File: src/rtl/tick_pkg.sv
// Shared types for the multi-channel tick generator: channel mode and FSM state.
package tick_pkg;

  typedef enum logic {
    TICK_PERIODIC = 1'b0,
    TICK_ONESHOT  = 1'b1
  } tick_mode_t;

  typedef enum logic {
    CH_IDLE,
    CH_RUN
  } ch_state_t;

endpackage

File: src/rtl/tick_channel.sv
// One tick channel: IDLE/RUN FSM, counter and latched period/mode.
// Emits a registered one-cycle tick every period+1 enabled cycles.
module tick_channel
  import tick_pkg::*;
#(
  parameter int WIDTH = 32
) (
  input  logic             clk,
  input  logic             rst,
  input  logic             en,
  input  logic             start,
  input  logic             stop,
  input  logic             mode,
  input  logic [WIDTH-1:0] period,
  output logic             tick,
  output logic             busy,
  output logic [WIDTH-1:0] count
);

  ch_state_t        state_reg,  state_next;
  tick_mode_t       mode_reg,   mode_next;
  logic [WIDTH-1:0] period_reg, period_next;
  logic [WIDTH-1:0] count_reg,  count_next;
  logic             tick_reg,   tick_next;

  always_ff @(posedge clk or posedge rst) begin
    if (rst) begin
      state_reg  <= CH_IDLE;
      mode_reg   <= TICK_PERIODIC;
      period_reg <= '0;
      count_reg  <= '0;
      tick_reg   <= 1'b0;
    end else begin
      state_reg  <= state_next;
      mode_reg   <= mode_next;
      period_reg <= period_next;
      count_reg  <= count_next;
      tick_reg   <= tick_next;
    end
  end

  // stop outranks start; a restart never ticks, even on an old terminal match
  always_comb begin
    state_next  = state_reg;
    mode_next   = mode_reg;
    period_next = period_reg;
    count_next  = count_reg;
    tick_next   = 1'b0;
    if (stop) begin
      state_next = CH_IDLE;
      count_next = '0;
    end else if (start) begin
      state_next  = CH_RUN;
      count_next  = '0;
      period_next = period;
      mode_next   = tick_mode_t'(mode);
    end else if (state_reg == CH_RUN && en) begin
      if (count_reg == period_reg) begin
        count_next = '0;
        tick_next  = 1'b1;
        if (mode_reg == TICK_ONESHOT) begin
          state_next = CH_IDLE;
        end
      end else begin
        count_next = count_reg + 1'b1;
      end
    end
  end

  assign tick  = tick_reg;
  assign busy  = (state_reg == CH_RUN);
  assign count = count_reg;

endmodule

File: src/rtl/tick_gen.sv
// Multi-channel programmable tick generator; each channel is an independent
// tick_channel, this level only slices the per-channel ports.
module tick_gen
  import tick_pkg::*;
#(
  parameter int NUM_CH = 4,
  parameter int WIDTH  = 32
) (
  input  logic                          clk,
  input  logic                          RST,
  input  logic                          en,
  input  logic [NUM_CH-1:0]             start,
  input  logic [NUM_CH-1:0]             stop,
  input  logic [NUM_CH-1:0]             mode,
  input  logic [NUM_CH-1:0][WIDTH-1:0]  period,
  output logic [NUM_CH-1:0]             tick,
  output logic [NUM_CH-1:0]             busy,
  output logic [NUM_CH-1:0][WIDTH-1:0]  count
);

  generate
    for (genvar gi = 0; gi < NUM_CH; gi++) begin : g_ch
      tick_channel #(
        .WIDTH(WIDTH)
      ) u_ch (
        .clk    (clk),
        .rst    (RST),
        .en     (en),
        .start  (start[gi]),
        .stop   (stop[gi]),
        .mode   (mode[gi]),
        .period (period[gi]),
        .tick   (tick[gi]),
        .busy   (busy[gi]),
        .count  (count[gi])
      );
    end
  endgenerate

endmodule

File: config.mk
export PLATFORM = sky130hd
export DESIGN_NAME = tick_gen
export DESIGN_NICKNAME = d
export VERILOG_FILES = /design/src/rtl/tick_pkg.sv /design/src/rtl/tick_channel.sv /design/src/rtl/tick_gen.sv
export SDC_FILE = /design/constraint.sdc
export NUM_CORES = 1
export LEC_CHECK = 0
export ABC_AREA = 1
export CAP_MARGIN = 20
export CORE_UTILIZATION = 25
export DETAILED_ROUTE_END_ITERATION = 10
export GPL_TIMING_DRIVEN = 0
export SKIP_LAST_GASP = 1
export SLEW_MARGIN = 20
export SYNTH_ARGS = -nofsm -noshare
export SYNTH_HDL_FRONTEND = slang
export SYNTH_HIERARCHICAL = 1
export SYNTH_SLANG_ARGS = --single-unit
File: constraint.sdc
create_clock -name clk -period 3.67 [get_ports clk]
set_input_delay 0.734 -clock clk [delete_from_list [all_inputs] [get_ports clk]]
set_output_delay 0.734 -clock clk [all_outputs]
set_load 0.01 [all_outputs]
==> summary.md <==
| Metric | Value |
|---|---|
| Outcome | finished clean |
| TritonCTS Buffers | 36 |
| # DRC | 0 |
| CTS-repair resized insts | 0 |
| Htree depth | 2 |
| Synth cell types | 29 |
| WHS Path Cells | 2 |
| Core area | 56800 um2 |
| CTS Buffer Depth | 3 |
| Initial Utilization | 25.5% |
| Diodes inserted | 0 |
| Total track usage | 14.8% |
| DR pass1 iterations | 5 |
| Syn avg cell area | a little over 8 um2 |
| Required @ worst endpoint | 2940 ps |
| Final Cycle Share | approximately 67% |
| Post-Synthesis Net Count | 1903 |
| GP Congestion | 0.894 |
| TritonCTS clock tree | built |
| Setup CP Type | flop to primary output |
| Drt wl/cell | 15.4 um |
| Via total after detailed routing | 12393 |
| Maximum clock frequency | 0.409 GHz |
| Reg2reg path depth | 10 |
| RSZ-0062 raised after global routing | false |
| Met2 Wirelength | slightly above 20 mm |
| Final WS setup | 1220 ps |
| Worst-path clk slew | around 50 ps |
| Pwr Total | 7.97 mW |
| Post-DP HPWL | between 30 and 40 mm |
| Hold path startpoint | g_ch[3].u_ch/mode_reg |
| # fillers | 5879 |
| Worst slack, placed | 602 ps |
| Crit path buf inv count | 1 |
| Seq/Total Area, Yosys | 46.3% |
| Final setup viols | 0 |
| Endpoint, Worst Hold | g_ch[3].u_ch/mode_reg |
| Top layer in use | met4 |
| Die width | 243 um |
| LEAKAGE | 8.48 nW |
| Syn-to-layout area delta | 35.5% |
| Top FF cell, synth | dfrtp_1 |
| Sink Count | 268 |
| Crit-path cells | clkdlybuf4s50_1 |
| Clock latency on the worst-skew pair | 530 ps |
| Detailed-route wire length | roughly 44 mm |
| Critical Path AT | 1710 ps |
| Most common cell after layout, fill and taps aside | nand2_1 |
| First-pass GRT wire length | 69.1 mm |
| Final Hold Vio Count | 0 |
| Die ar. | about 59000 um2 |
| Clock Root Buffer | clkbuf_16 |
| Layout cells sized above 1 | 10.8% |
| Most frequent cells in the layout | nand2_1, nor2_1, clkdlybuf4s50_1, dfrtp_1, inv_1 |
| Hold crit path type | flop to flop |
| Metal-1 WL | 20.0 mm |
| Maximum number of pins on one net before global-route repair | 57 |
| Number of synthesized flops with an enable pin | 0 |
| Fin nets | 2223 |
| Worst reg2reg setup slack | 1530 ps |
| Mapped cell area | 14500 um2 |
| Setup bufs post-CTS | 0 |
| PD cells | 406 nW/um2 |
| Hold_buf cts | 0 |
| Relative slew margins | about 56% |
| DRT iter0 DRCs | between 700 and 800 |
| Max Cap Violations | 0 |
| CP Capture Type | primary output |
| Peak VDD IR | around 0.00034 V |
| CP delay by family, top | buffers and inverters |
| Post-route ant nets | 0 |
| Critical Path Source Type | flop |
| Vias in the first global route | 12380 |
| Post-DP Area | 18300 um2 |
| Count of state elements after synthesis | 268 |
| Max incr delay on CP | about 620 ps |
| Cell count along the critical path | 1 |
| Post-route core utilization | between 30% and 40% |
| Pins Over Slew Limit | 0 |
| CP Max Fanout | 5 |
| Rows | slightly below 90 |
| Post-route design area | between 15000 and 20000 um2 |
| Worst path slowest cell | clkdlybuf4s50_1 |
| Initial antenna violation count | 0 |
| Synth Warn # | 6 |
| R2R Path Start | g_ch[0].u_ch/count[4] |
| Crit Reg-Reg Endpoint | g_ch[0].u_ch/count[9] |
| Actual slew at the worst max-slew pin | 657 ps |
| Vias per std cell | approximately 4.3 |
| Total grt overflow | 0 |
| Share of async-settable or async-resettable flops after synthesis | 100% |
| Tmin final | 2450 ps |
| Die Y | about 240 um |
| IO Count | 279 |
| Wire length on met3 | 2.28 mm |
| Port buffer count | 278 |
| Fin Clk Skew | 11.5 ps |
| Cells after Synth | 1756 |
[metal layers]
layer | track usage, % | vias up
met1 | 19.5 | 5879
met3 | 2.78 | 76
met5 | 0 | -
li1 | - | 6101
met4 | 4.61 | 0
met2 | 24.3 | 337
[worst min-delay path: cells and delay by family (launching register included)]
kind          cells  cell delay (ps)
flops             1              320
simple gates      2              120
[layout make-up]
type | instances | area (um2) | share of cell area, %
clock buffers | 48 | 1030 | 5.23
clock inverters | 15 | 265 | 1.35
well taps | 756 | 946 | 4.82
multi-input cells | 1244 | 6810 | 34.7
inverters | 216 | 821 | 4.18
flip-flops and latches | 268 | 6710 | 34.1
repair buffers | 282 | 2890 | 14.7
plain buffers | 28 | 170 | 0.866
[report_power, final]
group | internal [mW] | switching (mW)
combinational | 0.451 | 0.404
clock | 2.46 | 1.35
sequential | 3.17 | 0.143
[logic make-up (layout without fill, tap and decap cells)]
kind of cell             after synthesis  count (layout)  synth area share, %
AND/OR/NAND/NOR                      920             920                 27.4
flip-flops                           268             268                 46.3
buffers and inverters                244             589                 6.77
XOR/XNOR                             172             172                 10.4
multiplexers                          84              84                 6.52
AO/OA/AOI/OAI                         64              64                 2.28
adder cells (fa/ha/maj)                4               4                0.345
[worst max path at each step]
| stage | from | end | slack (ps) |
|---|---|---|---|
| after floorplan | RST | g_ch[0].u_ch/busy | 1250 |
| after global placement | RST | g_ch[2].u_ch/period_reg[12] | -330 |
| after detailed placement | en | g_ch[3].u_ch/count[22] | 600 |
| after CTS | en | g_ch[0].u_ch/count[28] | 1160 |
| after global routing | en | g_ch[3].u_ch/count[22] | 1020 |
| final | g_ch[2].u_ch/count[7] | count[71] | 1220 |
[synthesized netlist by cell type, types with 12 or more instances]
cell	count	area share, %
buf_2	16	0.55
nand4_1	36	1.6
o21ai_0	12	0.41
nor2_1	288	7.5
mux2_2	84	6.5
xnor2_1	112	6.8
nor2_4	16	1.2
xor2_1	60	3.6
inv_1	208	5.4
nor3_1	28	0.97
a21oi_1	44	1.5
nand3_1	56	1.9
nand2_1	452	12
dfrtp_1	268	46
[metrics by stage]
step / hold slack, ps / TNS [ps] / cells
4_1_cts: 477 / 0 / 2857
3_5_place_dp: 464 / 0 / 2794
2_1_floorplan: 437 / 0 / 1756
6_report: 476 / 0 / 2857
3_3_place_gp: 451 / -70810 / 2790
5_1_grt: 503 / 0 / 2857
No activity file was read; power rests on OpenSTA's default activity.
